===== config.mk =====
export PLATFORM = sky130hd
export DESIGN_NAME = trace_port_tx
export DESIGN_NICKNAME = d
export VERILOG_FILES = /design/src/rtl/trace_port_tx_pkg.sv /design/src/rtl/trace_port_tx_serialiser.sv /design/src/rtl/trace_port_tx.sv
export SDC_FILE = /design/constraint.sdc
export NUM_CORES = 1
export LEC_CHECK = 0
export ABC_CLOCK_PERIOD_IN_PS = 5340
export BUFFER_PORTS_ARGS = -buffer_cell sky130_fd_sc_hd__buf_2
export CAP_MARGIN = 20
export CORE_AREA = 4 4 76 78
export CTS_BUF_LIST = sky130_fd_sc_hd__clkbuf_4 sky130_fd_sc_hd__clkbuf_8
export CTS_CLUSTER_DIAMETER = 120
export DETAILED_ROUTE_END_ITERATION = 8
export DIE_AREA = 0 0 80 82
export PLACE_DENSITY = 0.82
export SYNTH_ARGS = -nofsm -noshare
export SYNTH_HDL_FRONTEND = slang
export SYNTH_SLANG_ARGS = --single-unit

===== constraint.sdc =====
create_clock -name clkOut -period 5.34 [get_ports clkOut]
set_input_delay 0.801 -clock clkOut [delete_from_list [all_inputs] [get_ports clkOut]]
set_output_delay 0.801 -clock clkOut [all_outputs]
set_load 0.01 [all_outputs]

===== src/rtl/trace_port_tx_pkg.sv =====
// Shared definitions for the trace port transmitter: sync patterns, FSM states, width helpers.
// Latency: n/a (constants and pure functions only).
// Backpressure: n/a.
package trace_port_tx_pkg;

    // TPIU synchronisation patterns, sent LSB first
    localparam logic [31:0] FULLSYNC = 32'h7FFF_FFFF;
    localparam logic [15:0] HALFSYNC = 16'h7FFF;

    typedef enum logic [0:0] {
        SYNC = 1'b0,
        RUN  = 1'b1
    } state_t;

    // Requested bus width: 1, 2 or 4; anything else falls back to 4
    function automatic logic [2:0] width_decode(input logic [2:0] w);
        case (w)
            3'd1:    return 3'd1;
            3'd2:    return 3'd2;
            default: return 3'd4;
        endcase
    endfunction

    // Bits driven on the pins for one slot; unused lanes are zero
    function automatic logic [3:0] slot_bits(input logic [31:0] data, input logic [2:0] w);
        case (w)
            3'd1:    return {3'b000, data[0]};
            3'd2:    return {2'b00, data[1:0]};
            default: return data[3:0];
        endcase
    endfunction

    // Remaining payload after one slot has been taken
    function automatic logic [31:0] shift_slot(input logic [31:0] data, input logic [2:0] w);
        case (w)
            3'd1:    return data >> 1;
            3'd2:    return data >> 2;
            default: return data >> 4;
        endcase
    endfunction

    // Index of the final slot of a word: (bits / w) - 1
    function automatic logic [4:0] last_slot_index(input logic [2:0] w, input logic is_sync);
        case (w)
            3'd1:    return is_sync ? 5'd31 : 5'd15;
            3'd2:    return is_sync ? 5'd15 : 5'd7;
            default: return is_sync ? 5'd7  : 5'd3;
        endcase
    endfunction

endpackage


===== src/rtl/trace_port_tx_serialiser.sv =====
// Shifts 16/32-bit words onto the trace pins w bits per cycle and generates the DDR trace clock.
// Latency: a word loaded at lastSlot appears on the pins the next cycle; back-to-back with no gap.
// Backpressure: none; the next word must be presented whenever last_slot is high.
module trace_port_tx_serialiser
    import trace_port_tx_pkg::*;
(
    input  logic        clkOut,
    input  logic        rst,
    input  logic [31:0] nxt_dat,
    input  logic        nxt_is_sync,
    input  logic [2:0]  nxt_w,
    output logic [3:0]  dout,
    output logic        trace_clk,
    output logic        last_slot
);

    logic [31:0] sreg_q, sreg_d;
    logic [4:0]  slot_q, slot_d;
    logic [2:0]  cur_w_q, cur_w_d;
    logic [3:0]  dout_q, dout_d;
    logic        tclk_q, tclk_d;

    // slot_q counts slots left after the one on the pins; zero marks the final slot
    assign last_slot = (slot_q == 5'd0);
    assign dout      = dout_q;
    assign trace_clk = tclk_q;

    // Load the next word on the final slot, otherwise keep shifting the current one
    always_comb begin
        sreg_d  = sreg_q;
        slot_d  = slot_q;
        cur_w_d = cur_w_q;
        dout_d  = dout_q;
        tclk_d  = ~tclk_q;
        if (last_slot) begin
            dout_d  = slot_bits(nxt_dat, nxt_w);
            sreg_d  = shift_slot(nxt_dat, nxt_w);
            slot_d  = last_slot_index(nxt_w, nxt_is_sync);
            cur_w_d = nxt_w;
        end else begin
            dout_d  = slot_bits(sreg_q, cur_w_q);
            sreg_d  = shift_slot(sreg_q, cur_w_q);
            slot_d  = slot_q - 5'd1;
        end
    end

    // Reset leaves slot_q at zero so the first edge afterwards loads a word on a rising trace edge
    always_ff @(posedge clkOut) begin
        if (rst) begin
            sreg_q  <= '0;
            slot_q  <= '0;
            cur_w_q <= 3'd4;
            dout_q  <= '0;
            tclk_q  <= 1'b0;
        end else begin
            sreg_q  <= sreg_d;
            slot_q  <= slot_d;
            cur_w_q <= cur_w_d;
            dout_q  <= dout_d;
            tclk_q  <= tclk_d;
        end
    end

endmodule


===== src/rtl/trace_port_tx.sv =====
// Parallel trace port transmitter: halfwords in, 1/2/4-bit DDR trace bus out, with full/half sync insertion.
// Latency: an accepted halfword reaches the pins on the cycle after the handshake.
// Backpressure: txReady only in the final slot of the current word while no resync is pending.
module trace_port_tx
    import trace_port_tx_pkg::*;
#(
    parameter int MAX_BUS_WIDTH = 4,
    parameter int SYNC_WORDS    = 2,
    parameter int SYNC_PERIOD   = 0
) (
    input  logic                     clkOut,
    input  logic                     rst,
    input  logic [2:0]               width,
    input  logic [15:0]              txWd,
    input  logic                     txValid,
    output logic                     txReady,
    output logic [MAX_BUS_WIDTH-1:0] traceDout,
    output logic                     traceClkOut,
    output logic                     inSync,
    output logic                     idle
);

    state_t      state_q, state_d;
    logic [7:0]  sync_left_q, sync_left_d;
    logic [15:0] word_cnt_q, word_cnt_d;
    logic [2:0]  w_q, w_d;
    logic        in_sync_q, in_sync_d;
    logic        idle_q, idle_d;

    logic [2:0]  req_w;
    logic        sync_due;
    logic        last_slot;
    logic [31:0] nxt_dat;
    logic        nxt_is_sync;
    logic [2:0]  nxt_w;
    logic [3:0]  ser_dout;

    // Requested width, limited to what the pins can carry
    always_comb begin
        req_w = width_decode(width);
        if (req_w > 3'(MAX_BUS_WIDTH)) begin
            req_w = 3'(MAX_BUS_WIDTH);
        end
    end

    // A resync is owed after SYNC_PERIOD data words or whenever the requested width moves
    assign sync_due = ((SYNC_PERIOD != 0) && (word_cnt_q == 16'(SYNC_PERIOD))) || (req_w != w_q);

    assign txReady     = !rst && (state_q == RUN) && last_slot && !sync_due;
    assign traceDout   = ser_dout[MAX_BUS_WIDTH-1:0];
    assign inSync      = in_sync_q;
    assign idle        = idle_q;

    // Choose the next word for the serialiser at each final slot and advance the FSM
    always_comb begin
        state_d     = state_q;
        sync_left_d = sync_left_q;
        word_cnt_d  = word_cnt_q;
        w_d         = w_q;
        in_sync_d   = in_sync_q;
        idle_d      = idle_q;
        nxt_dat     = {16'h0000, HALFSYNC};
        nxt_is_sync = 1'b0;
        nxt_w       = w_q;
        if (last_slot) begin
            if (state_q == SYNC) begin
                if (sync_left_q != 8'd0) begin
                    nxt_dat     = FULLSYNC;
                    nxt_is_sync = 1'b1;
                    sync_left_d = sync_left_q - 8'd1;
                    idle_d      = 1'b0;
                end else begin
                    // Sync done; producer was not offered a slot, so fill with a half-sync
                    state_d   = RUN;
                    in_sync_d = 1'b1;
                    idle_d    = 1'b1;
                end
            end else if (sync_due) begin
                // First sync word goes out immediately at the newly latched width
                state_d     = SYNC;
                sync_left_d = 8'(SYNC_WORDS) - 8'd1;
                word_cnt_d  = '0;
                w_d         = req_w;
                nxt_w       = req_w;
                nxt_dat     = FULLSYNC;
                nxt_is_sync = 1'b1;
                idle_d      = 1'b0;
            end else if (txValid) begin
                nxt_dat    = {16'h0000, txWd};
                idle_d     = 1'b0;
                word_cnt_d = word_cnt_q + 16'd1;
            end else begin
                idle_d = 1'b1;
            end
        end
    end

    // FSM and sync scheduling state; width tracks the input throughout reset
    always_ff @(posedge clkOut) begin
        if (rst) begin
            state_q     <= SYNC;
            sync_left_q <= 8'(SYNC_WORDS);
            word_cnt_q  <= '0;
            w_q         <= req_w;
            in_sync_q   <= 1'b0;
            idle_q      <= 1'b0;
        end else begin
            state_q     <= state_d;
            sync_left_q <= sync_left_d;
            word_cnt_q  <= word_cnt_d;
            w_q         <= w_d;
            in_sync_q   <= in_sync_d;
            idle_q      <= idle_d;
        end
    end

    trace_port_tx_serialiser u_ser (
        .clkOut      (clkOut),
        .rst         (rst),
        .nxt_dat     (nxt_dat),
        .nxt_is_sync (nxt_is_sync),
        .nxt_w       (nxt_w),
        .dout        (ser_dout),
        .trace_clk   (traceClkOut),
        .last_slot   (last_slot)
    );

endmodule

### Yosys cells after proc, flatten, opt, wreduce, memory -nomap -nowiden

Index checks and enable logic that the tools add are counted.

* register bits: 59
* bits in latches: 0
* RAM bits: 0
* ROM bits: 0
* input port bits: 22
* output and inout port bits: 8
* logic and storage cells: 68
* memories kept: 0

* add/sub/neg operators: 2
* multiply operators: 0
* div/mod/pow operators: 0
* order comparisons: 1
* eq/ne operators: 8
* shift operators: 0
* multiplexer cells: 34
* bitwise logic cells: 3
* reductions and logical operators: 10

Operators by type and width (number)
* $pmux W31 S2: 2
* $mux W32: 2
* $mux W31: 2
* $mux W8: 3
* $mux W3: 6
* $mux W16: 1
* $pmux W4 S2: 2
* $mux W1: 10
* $mux W5: 2
* $pmux W5 S2: 1
* $eq A3 B1 Y1 const B: 3
* $eq A3 B2 Y1 const B: 3
* $mux W4: 2
* $reduce_bool A8 Y1: 1
* $sub A8 B1 Y8 const B: 1
* $pmux W3 S2: 1
* $reduce_and A3 Y1: 2
* $logic_not A5 Y1: 1
* $sub A5 B1 Y5 const B: 1
* $gt A3 B3 Y1 const B: 1
* $logic_and A1 B1 Y1: 3
* $ne A3 B3 Y1: 1
* $not A1 Y1: 3
* $logic_not A1 Y1: 2
* 2 further kinds: 2

### Longest topological paths before layout

Gate-level depths: netlist (run 1).

* depth in word-level cells: 11
* depth in mapped cells: 9
* gate-level depth less buffers: 7

### Hierarchy

Synthesis (run 1) repeated with hierarchy kept, for this count alone.

* cell total of the unflattened synthesis: 681
* area total of the unflattened synthesis: 5172.5 um2

By module, submodules not included
* trace_port_tx_serialiser: instances 1, cells an instance 570, area an instance 4299.1 um2, sequential area each 880.8 um2
* trace_port_tx: instances 1, cells an instance 111, area an instance 873.3 um2, sequential area each 280.3 um2

### Least setup slack after synthesis (run 1)

OpenSTA, ideal clock, no wires.

* kind: input to output
* start point: in width[0]
* end point: out txReady
* arrival: 2147 ps
* required time: 4539 ps
* path slack: 2392 ps
* stages: 6
* path buffers: 2
* cells stage by stage: buf_6 > or3b_1 > o211a_1 > a22oi_2 > buf_2 > nor2_1

* cells in the longest elaborated chain, start to end: 7
* elaborated cells between the ends (all ways): 8
* classes of those cells: 1 x order compare; 3 x eq/ne; 2 x mux; 2 x reduce/logical

RTL lines
* start: declaration: line trace_port_tx.sv:13 `input logic [2:0] width,`
* $eq A3 B2 Y1 or $eq A3 B1 Y1 (tied branches): line trace_port_tx_pkg.sv:17 `case (w)`
* $pmux W3 S2 *: line trace_port_tx_pkg.sv:17
* $gt A3 B3 Y1: line trace_port_tx.sv:41 `if (req_w > 3'(MAX_BUS_WIDTH)) begin`
* $mux W3 *: line trace_port_tx.sv:41
* $ne A3 B3 Y1 *: line trace_port_tx.sv:47 `assign sync_due = ((SYNC_PERIOD != 0) && (word_cnt_q == 16'(SYNC_PERIOD))) || (req_w != w_q);`
* $logic_not A1 Y1 *: line trace_port_tx.sv:49 `assign txReady = !rst && (state_q == RUN) && last_slot && !sync_due;`
* $logic_and A1 B1 Y1 *: line trace_port_tx.sv:49
* end: declaration: line trace_port_tx.sv:16 `output logic txReady,`

Every way passes the cells marked *; elsewhere a longest branch is shown, timed or not.

### Worst setup path after layout (run 1)

Same ends and word-level chain as after synthesis.

==> impl_summary.log, run 1 <==
INFO  metric status = completed
INFO  metric max_freq = 327 MHz
INFO  metric report.final.setup_viol = 0
INFO  metric post_cts_resize_count = 0
INFO  metric rsz_0062_raised_after_global_routing = false
INFO  metric n_antenna_cell = 0
INFO  metric gp_routability_congestion = 0.916
INFO  metric finalWorstSetupSlack = 2280 ps
INFO  metric max-cap-violations = 0
INFO  metric antenna_left = 0
INFO  metric clock_insertion_delay_worst_skew = 330 ps
INFO  metric clock_tree.root_cell = sky130_fd_sc_hd__clkbuf_8
INFO  metric crit_path_end_kind = primary output
INFO  metric synth_async_sr_flop_share = 0%
INFO  metric timing.hold.worst.class = reg2reg
INFO  metric cp_data_required_time = 4540 ps
INFO  metric crit_path_from = width[0]
INFO  metric viasPerCell = 6.79
INFO  metric crit-reg2reg-launch = u_ser.slot_q[0]
INFO  metric fin_tns_setup = 0 ps
INFO  metric area_occupied_by_registers = 1140 µm²
INFO  metric chipHeight = 82 µm
INFO  metric synth_top_cell_by_area = sky130_fd_sc_hd__dfxtp_1
INFO  metric nNetsFinal = 398
INFO  metric ys_ff_latch = 57
INFO  metric min_period_over_period = 57.2%
INFO  metric post-route-min-period = 3060 ps
INFO  metric fillCellCount = 445
INFO  metric path_clk_slew = 60 ps
INFO  metric ys_dominant_reg_cell = sky130_fd_sc_hd__dfxtp_1
INFO  metric p_total = 1850 µW
INFO  metric timing_worst_setup_path_type = in2out
INFO  metric grt_pass1_wl = 13600 µm
INFO  metric synth-warning-count = 0
INFO  metric finish.utilization = 68.2%
INFO  metric htree_num_levels = 3
INFO  metric initial_core_util = 61.4%
INFO  metric ctsLongestPathBuffers = 2
INFO  metric cts_buffers = 9
INFO  metric power.ir.vdd_worst = 0.301 mV
INFO  metric post-synth-top-area-fraction = 36.6%
INFO  metric via_count = 3049
INFO  metric static-leakage-power = 0.00126 µW
INFO  metric cp_max_fo = 16
INFO  metric cts_tree = built
INFO  metric clock_skew = 7.77 ps
INFO  metric antenna_found_initial = 0
INFO  metric cts_sinks = 57
INFO  metric synth.yosys.seq_area_share = 36.6%
INFO  metric dieArea = 6560 µm²
INFO  metric drt_iter0_markers = 396
INFO  metric placement_rows = 26
INFO  metric wl = 7970 µm
INFO  metric timing.critical_path.arrival = 2250 ps
INFO  metric final_layout_size_suffix_gt1_share = 18.2%
INFO  metric powerDensity = 535 nW/µm²
INFO  metric globalRouteOverflowTotal = 0
INFO  metric pre_antenna_drt_iters = 5
INFO  metric wire_per_inst = 17.8 µm
INFO  metric dp_hpwl = 5260 µm
INFO  metric synth.top_cells.by_area = sky130_fd_sc_hd__dfxtp_1 (37%), sky130_fd_sc_hd__a221o_1 (7.4%), sky130_fd_sc_hd__a21oi_1 (6.6%), sky130_fd_sc_hd__a211oi_1 (3.4%), sky130_fd_sc_hd__clkbuf_1 (3.1%)
INFO  metric post-route-drc-count = 0
INFO  metric flow.area_growth_from_synthesis = 11.0%
INFO  metric syn_area_per_cell = 8.65 µm²
INFO  metric first_global_vias = 2806
INFO  metric slew-limit-headroom = 34.3%
INFO  metric detailedPlace.worstSlack = 2330 ps
INFO  metric min-delay-start = u_ser.trace_clk
INFO  metric finalHoldViolCount = 0
INFO  metric setup.worst_path.start_class = input port
INFO  metric drv_slew = 0
INFO  metric cts.hold.buffers_added = 0
INFO  metric worstMarginPinSlew = 976 ps
INFO  metric postCtsSetupBuffers = 0
INFO  metric syn_area = 3120 µm²
INFO  metric top_level_ports = 30
INFO  metric post_synth_num_cell_types = 65
INFO  metric core-area = 5070 µm²
INFO  metric port_buffers = 29
INFO  metric synthesized_netlist_cell_count = 360
INFO  metric synth_enable_flop_cells = 0
INFO  metric floorplan.die.width = 80 µm
INFO  metric synthesis.nets = 384
INFO  metric gr-usage-all-layers = 26.3%
INFO  metric multiInputGateArea = 1790 µm²
INFO  metric pin_count_of_the_biggest_net_entering_global_routing = 51
logic make-up after synthesis:
| group | synth area share (%) |
|---|---|
| simple gates | 18.9 |
| flops | 36.6 |
| mux | 1.00 |
| fa+ha+maj | 0.803 |
| buf+inv | 6.10 |
| compound gates | 35.1 |
| xor+xnor | 1.41 |
where the power goes:
part / leakage [µW] / internal, µW / switching, µW
Sequential: 0.000470 / 574 / 137
Combinational: 0.000698 / 328 / 438
Clock: 0.0000969 / 209 / 165
Total: 0.00126 / 1110 / 740
synth_stat cells (5+ instances only):
library cell	instances
sky130_fd_sc_hd__dfxtp_1	57
sky130_fd_sc_hd__a21oi_1	41
sky130_fd_sc_hd__clkbuf_1	26
sky130_fd_sc_hd__a221o_1	23
sky130_fd_sc_hd__nand2_1	18
sky130_fd_sc_hd__nor2_1	18
sky130_fd_sc_hd__nor3_1	18
sky130_fd_sc_hd__a211oi_1	14
sky130_fd_sc_hd__inv_1	10
sky130_fd_sc_hd__a222oi_1	9
sky130_fd_sc_hd__nand3_1	8
sky130_fd_sc_hd__o31ai_1	8
sky130_fd_sc_hd__o21ai_0	7
sky130_fd_sc_hd__nor4_1	6
sky130_fd_sc_hd__or3_1	6
sky130_fd_sc_hd__a221oi_1	5
sky130_fd_sc_hd__buf_2	5
sky130_fd_sc_hd__or4_1	5
sky130_fd_sc_hd__xnor2_1	5
stage by stage:
stage,area [µm²],cells,hold slack [ps]
2_1_floorplan,3120,360,428
3_3_place_gp,3270,432,406
3_5_place_dp,3270,432,402
4_1_cts,3450,448,412
5_1_grt,3460,449,427
6_report,3460,449,407
flip-flops by register name, summed over array words and instances (netlist names), 3 cells and up:
register / flops
sync_left_q: 8
u_ser.dout: 4
u_ser.slot_q: 5
u_ser.sreg_q: 30
u_ser.cur_w_q: 3
w_q: 3
layout by cell type (no fill, tap or decap), types with 3 or more instances in the layout:
| cell | count |
|---|---|
| sky130_fd_sc_hd__a311oi_1 | 3 |
| sky130_fd_sc_hd__nand2_1 | 18 |
| sky130_fd_sc_hd__nand2b_1 | 4 |
| sky130_fd_sc_hd__clkbuf_4 | 3 |
| sky130_fd_sc_hd__a221oi_1 | 5 |
| sky130_fd_sc_hd__nand3_1 | 8 |
| sky130_fd_sc_hd__a31oi_1 | 3 |
| sky130_fd_sc_hd__a221o_1 | 23 |
| sky130_fd_sc_hd__o21ai_0 | 7 |
| sky130_fd_sc_hd__nor4_1 | 6 |
| sky130_fd_sc_hd__nor2_1 | 18 |
| sky130_fd_sc_hd__a211oi_1 | 14 |
| sky130_fd_sc_hd__nor3_1 | 18 |
| sky130_fd_sc_hd__dfxtp_1 | 57 |
| sky130_fd_sc_hd__buf_2 | 29 |
| sky130_fd_sc_hd__xnor2_1 | 5 |
| sky130_fd_sc_hd__buf_4 | 9 |
| sky130_fd_sc_hd__a21o_1 | 3 |
| sky130_fd_sc_hd__clkbuf_8 | 11 |
| sky130_fd_sc_hd__inv_1 | 10 |
| sky130_fd_sc_hd__a222oi_1 | 9 |
| sky130_fd_sc_hd__or3_1 | 6 |
| sky130_fd_sc_hd__a21oi_1 | 41 |
| sky130_fd_sc_hd__o31ai_1 | 8 |
| sky130_fd_sc_hd__or4_1 | 5 |
routing by layer:
| layer | GRT usage (%) | vias to the layer above | share of wire, % |
|---|---|---|---|
| met1 | 34.6 | 1425 | 44 |
| met4 | 10.1 | 0 | 0.95 |
| met5 | 0 | - | 0 |
| met3 | 6.69 | 10 | 8.3 |
| met2 | 41.4 | 162 | 47 |
| li1 | - | 1452 | - |
cell type report:
class / instances / area share, %
Multi-Input combinational cell: 258 / 51.9
Sequential cell: 57 / 33.0
Timing Repair Buffer: 38 / 6.15
Clock buffer: 14 / 5.03
Tap cell: 70 / 2.53
Inverter: 10 / 1.08
Clock inverter: 2 / 0.362
final timing paths:
path,endpoint,slack (ps),cells after the start
worst min register to register,u_ser.trace_clk,410,1
worst max register to register,u_ser.sreg_q[5],2670,7
worst min-delay path,u_ser.trace_clk,410,1
worst max-delay path,txReady,2280,7
worst max-delay path, cell delays in order:
cell and delay, ps:
sky130_fd_sc_hd__buf_2 150, sky130_fd_sc_hd__nor3b_1 520, sky130_fd_sc_hd__nor3_1 150, sky130_fd_sc_hd__a22oi_2 180
sky130_fd_sc_hd__buf_4 250, sky130_fd_sc_hd__nor2_1 60, sky130_fd_sc_hd__buf_2 140
(Power assumes the default switching activity.)
==> run 2, diff against run 1 <==
- ABC_AREA: not set -> 1
- ABC_CLOCK_PERIOD_IN_PS: 5340 -> 2930
- CORE_AREA: 4 4 76 78 -> 4 4 78 80
- DIE_AREA: 0 0 80 82 -> 0 0 82 84
- PLACE_DENSITY: 0.82 -> 0.8
- clock period: 5.34 -> 2.93 ns (I/O delays scaled with it)
==> run 2 against run 1 <==
Against the previous run: synthesized cell count is 35% higher; wire length is 3.9% higher; clock-buffer cell count is 2 lower; largest cell class unchanged; highest routed layer unchanged; sequential cell count stayed put; global-route usage is 1.3 points lower; critical path type is now reg2out; clock skew is 0.71 ps higher; critical endpoint unchanged; register-to-register slack worse by 2100 ps.
==> impl_summary.log, run 2 <==
INFO  metric status = completed
INFO  metric report.final.setup_viol = 0 (unchanged)
INFO  metric synthMostInstantiatedCell = sky130_fd_sc_hd__nand2_1
INFO  metric dp_hpwl = 5880 µm (+12%)
INFO  metric slew-limit-headroom = 60.0% (+26 points)
INFO  metric synth_enable_flop_cells = 0 (unchanged)
INFO  metric synth_top_cell_by_area = sky130_fd_sc_hd__dfxtp_1
INFO  metric placement_rows = 27 (+3.8%)
INFO  metric fin_tns_setup = 0 ps (unchanged)
INFO  metric timing.critical_path.arrival = 2340 ps (+90 ps)
INFO  metric path_clk_slew = 70 ps (about the same)
INFO  metric timing.hold.worst.class = in2reg
INFO  metric dieArea = 6890 µm² (+5.0%)
INFO  metric crit_path_from = u_ser.slot_q[0]
INFO  metric cts_tree = built
INFO  metric grt_pass1_wl = 13700 µm (+0.56%)
INFO  metric largest_register_ffs = 30 (unchanged)
INFO  metric post-synth-top-area-fraction = 35.4% (-1.2 points)
INFO  metric synthesis.nets = 509 (+33%)
INFO  metric setup.worst_path.start_class = register
INFO  metric first_global_vias = 2994 (+6.7%)
INFO  metric gr-usage-all-layers = 25.0% (-1.3 points)
INFO  metric multiInputGateArea = 1770 µm² (-1.3%)
INFO  metric floorplan.die.width = 82 µm (+2.5%)
INFO  metric worstMarginPinSlew = 599 ps (-377 ps)
INFO  metric antenna_left = 0 (unchanged)
INFO  metric cts_buffers = 9 (unchanged)
INFO  metric postCtsSetupBuffers = 0 (unchanged)
INFO  metric clock_skew = 8.48 ps (+0.711 ps)
INFO  metric initial_core_util = 59.6% (-1.8 points)
INFO  metric post-route-drc-count = 0 (unchanged)
INFO  metric synth_async_sr_flop_share = 0% (unchanged)
INFO  metric powerDensity = 910 nW/µm² (+70%)
INFO  metric worstHoldPathCells = 3 (+2)
INFO  metric ff2ff_path_depth = 12 (+5)
INFO  metric most_frequent_cells_in_the_layout = sky130_fd_sc_hd__nand2_1 (128), sky130_fd_sc_hd__dfxtp_1 (57), sky130_fd_sc_hd__nor2_1 (43)
INFO  metric largest_registers = u_ser.sreg_q: 30 flops, sync_left_q: 8 flops, u_ser.slot_q: 5 flops
INFO  metric ys_dominant_reg_cell = sky130_fd_sc_hd__dfxtp_1
INFO  metric crit-reg2reg-launch = u_ser.slot_q[0]
INFO  metric rsz_0062_raised_after_global_routing = false
INFO  metric clock_tree.root_cell = sky130_fd_sc_hd__clkbuf_8
INFO  metric port_buffers = 29 (unchanged)
INFO  metric drt_iter0_markers = 418 (+5.6%)
INFO  metric nNetsFinal = 530 (+33%)
INFO  metric clock_insertion_delay_worst_skew = 340 ps (about the same)
INFO  metric ctsLongestPathBuffers = 2 (unchanged)
INFO  metric pin_count_of_the_biggest_net_entering_global_routing = 28 (-45%)
INFO  metric power.ir.vdd_worst = 0.559 mV (+85%)
INFO  metric chipHeight = 84 µm (+2.4%)
INFO  metric area_occupied_by_registers = 1140 µm² (unchanged)
INFO  metric ys_ff_latch = 57 (unchanged)
INFO  metric globalRouteOverflowTotal = 0 (unchanged)
INFO  metric max-cap-violations = 0 (unchanged)
INFO  metric synth.cells.most_frequent = sky130_fd_sc_hd__nand2_1 (128), sky130_fd_sc_hd__dfxtp_1 (57), sky130_fd_sc_hd__nor2_1 (43), sky130_fd_sc_hd__inv_1 (42), sky130_fd_sc_hd__a21oi_1 (41)
INFO  metric cp_data_required_time = 2490 ps (-2050 ps)
INFO  metric final_common_cell = sky130_fd_sc_hd__nand2_1
INFO  metric whs_endpoint = u_ser.dout[0]
INFO  metric gp_routability_congestion = 0.924 (+0.90%)
INFO  metric crit_path_end_kind = primary output
INFO  metric registers.top_by_ff_count = u_ser.sreg_q
INFO  metric pre_antenna_drt_iters = 5 (unchanged)
INFO  metric post_cts_resize_count = 0 (unchanged)
INFO  metric min_period_over_period = 94.8%
INFO  metric max_freq = 360 MHz
INFO  metric cts_sinks = 57 (unchanged)
INFO  metric top_level_ports = 30 (unchanged)
INFO  metric cts.hold.buffers_added = 0 (unchanged)
INFO  metric post_synth_num_cell_types = 37 (-43%)
INFO  metric wl = 8280 µm (+3.9%)
INFO  metric drv_slew = 0 (unchanged)
INFO  metric static-leakage-power = 0.00164 µW (+30%)
INFO  metric core-area = 5410 µm² (+6.5%)
INFO  metric viasPerCell = 5.76 (-15%)
INFO  metric n_antenna_cell = 0 (unchanged)
INFO  metric min-delay-start = txWd[0]
INFO  metric synthesized_netlist_cell_count = 485 (+35%)
INFO  metric fillCellCount = 479 (+7.6%)
INFO  metric via_count = 3360 (+10%)
INFO  metric post-route-min-period = 2780 ps
INFO  metric synth-warning-count = 0 (unchanged)
INFO  metric timing_worst_setup_path_type = reg2out
INFO  metric htree_num_levels = 3 (unchanged)
INFO  metric syn_area = 3220 µm² (+3.3%)
INFO  metric cp_max_fo = 27 (+11)
INFO  metric reg2reg_setup_slack = 600 ps (-2070 ps)
INFO  metric final_layout_size_suffix_gt1_share = 15.1% (-3.1 points)
INFO  metric synth.top_cells.by_area = sky130_fd_sc_hd__dfxtp_1 (35%), sky130_fd_sc_hd__nand2_1 (15%), sky130_fd_sc_hd__a21oi_1 (6.4%), sky130_fd_sc_hd__nand3_1 (5.8%), sky130_fd_sc_hd__nor2_1 (5.0%)
INFO  metric worstReg2RegEnd = u_ser.sreg_q[8]
INFO  metric finish.utilization = 66.5% (-1.7 points)
INFO  metric wire_per_inst = 14.2 µm (-20%)
INFO  metric syn_area_per_cell = 6.64 µm² (-23%)
INFO  metric synth.yosys.seq_area_share = 35.4% (-1.2 points)
INFO  metric antenna_found_initial = 0 (unchanged)
INFO  metric flow.area_growth_from_synthesis = 11.6%
INFO  metric finalHoldViolCount = 0 (unchanged)
## run 2: cell count changes after synthesis, sizes merged, moves of 8 or more
cell / delta
nand2: +114
inv: +41
nand3: +34
nor2: +28
a221o: -23
o21ai: +21
nor3: -16
a211oi: -14
nand4: +14
clkbuf: -10
a222oi: -9
o211ai: +8
o31ai: -8
## run 2: cell families (layout without fill, tap and decap cells)
family                     after synthesis  count (layout)  share of synthesized area (%)
xor gates and xnor gates                 6               6                           1.63
adders and majority gates                2               2                          0.777
buffers and inverters                   77             103                           9.72
and+or+nand+nor                        241             241                           33.5
AOI/OAI and AO/OA                      102             102                           19.0
DFF                                     57              57                           35.4
## run 2: power breakdown
part	total (µW)	switching, µW	internal, µW
clock network	768	319	448
logic	1320	857	466
registers	1180	162	1020
## run 2: worst max-delay path: stages, from the launching register on
cell and delay, ps:
sky130_fd_sc_hd__dfxtp_1 310, sky130_fd_sc_hd__inv_1 70, sky130_fd_sc_hd__ha_1 280, sky130_fd_sc_hd__nand3_4 320
sky130_fd_sc_hd__nor2_1 560, sky130_fd_sc_hd__inv_1 140, sky130_fd_sc_hd__nor2_1 160, sky130_fd_sc_hd__buf_2 150
## run 2: worst max path at each step
stage / to / cells after the start
2_1_floorplan: txReady / 6
3_3_place_gp: txReady / 7
3_5_place_dp: txReady / 7
4_1_cts: txReady / 7
5_1_grt: txReady / 7
6_report: txReady / 7
## run 2: layout make-up
type                       instances  area share, %
timing repair buffer              34           5.08
sequential                        57           31.8
inverter                          53           5.54
clock buffer                      12           4.42
tap                               72           2.51
multi-input combinational        351           49.3
clock inverter                     4           1.43
## run 2: metrics by stage
step	hold slack (ps)	setup slack (ps)	power (µW)	instances	cell area, µm²
final	361	151	3270	583	3590
after global routing	360	4.04	3510	583	3590
after CTS	350	202	3260	583	3590
after detailed placement	400	582	2480	567	3380
after global placement	393	614	2460	567	3380
after floorplan	412	1130	2170	485	3220
## run 2: metal layers
layer	vias to the layer above	part of all wire (%)	track usage, %
met1	1536	43	32.8
met2	145	49	40.6
met5	-	0	0
li1	1663	-	-
met3	16	7.1	6.26
met4	0	1.5	6.19
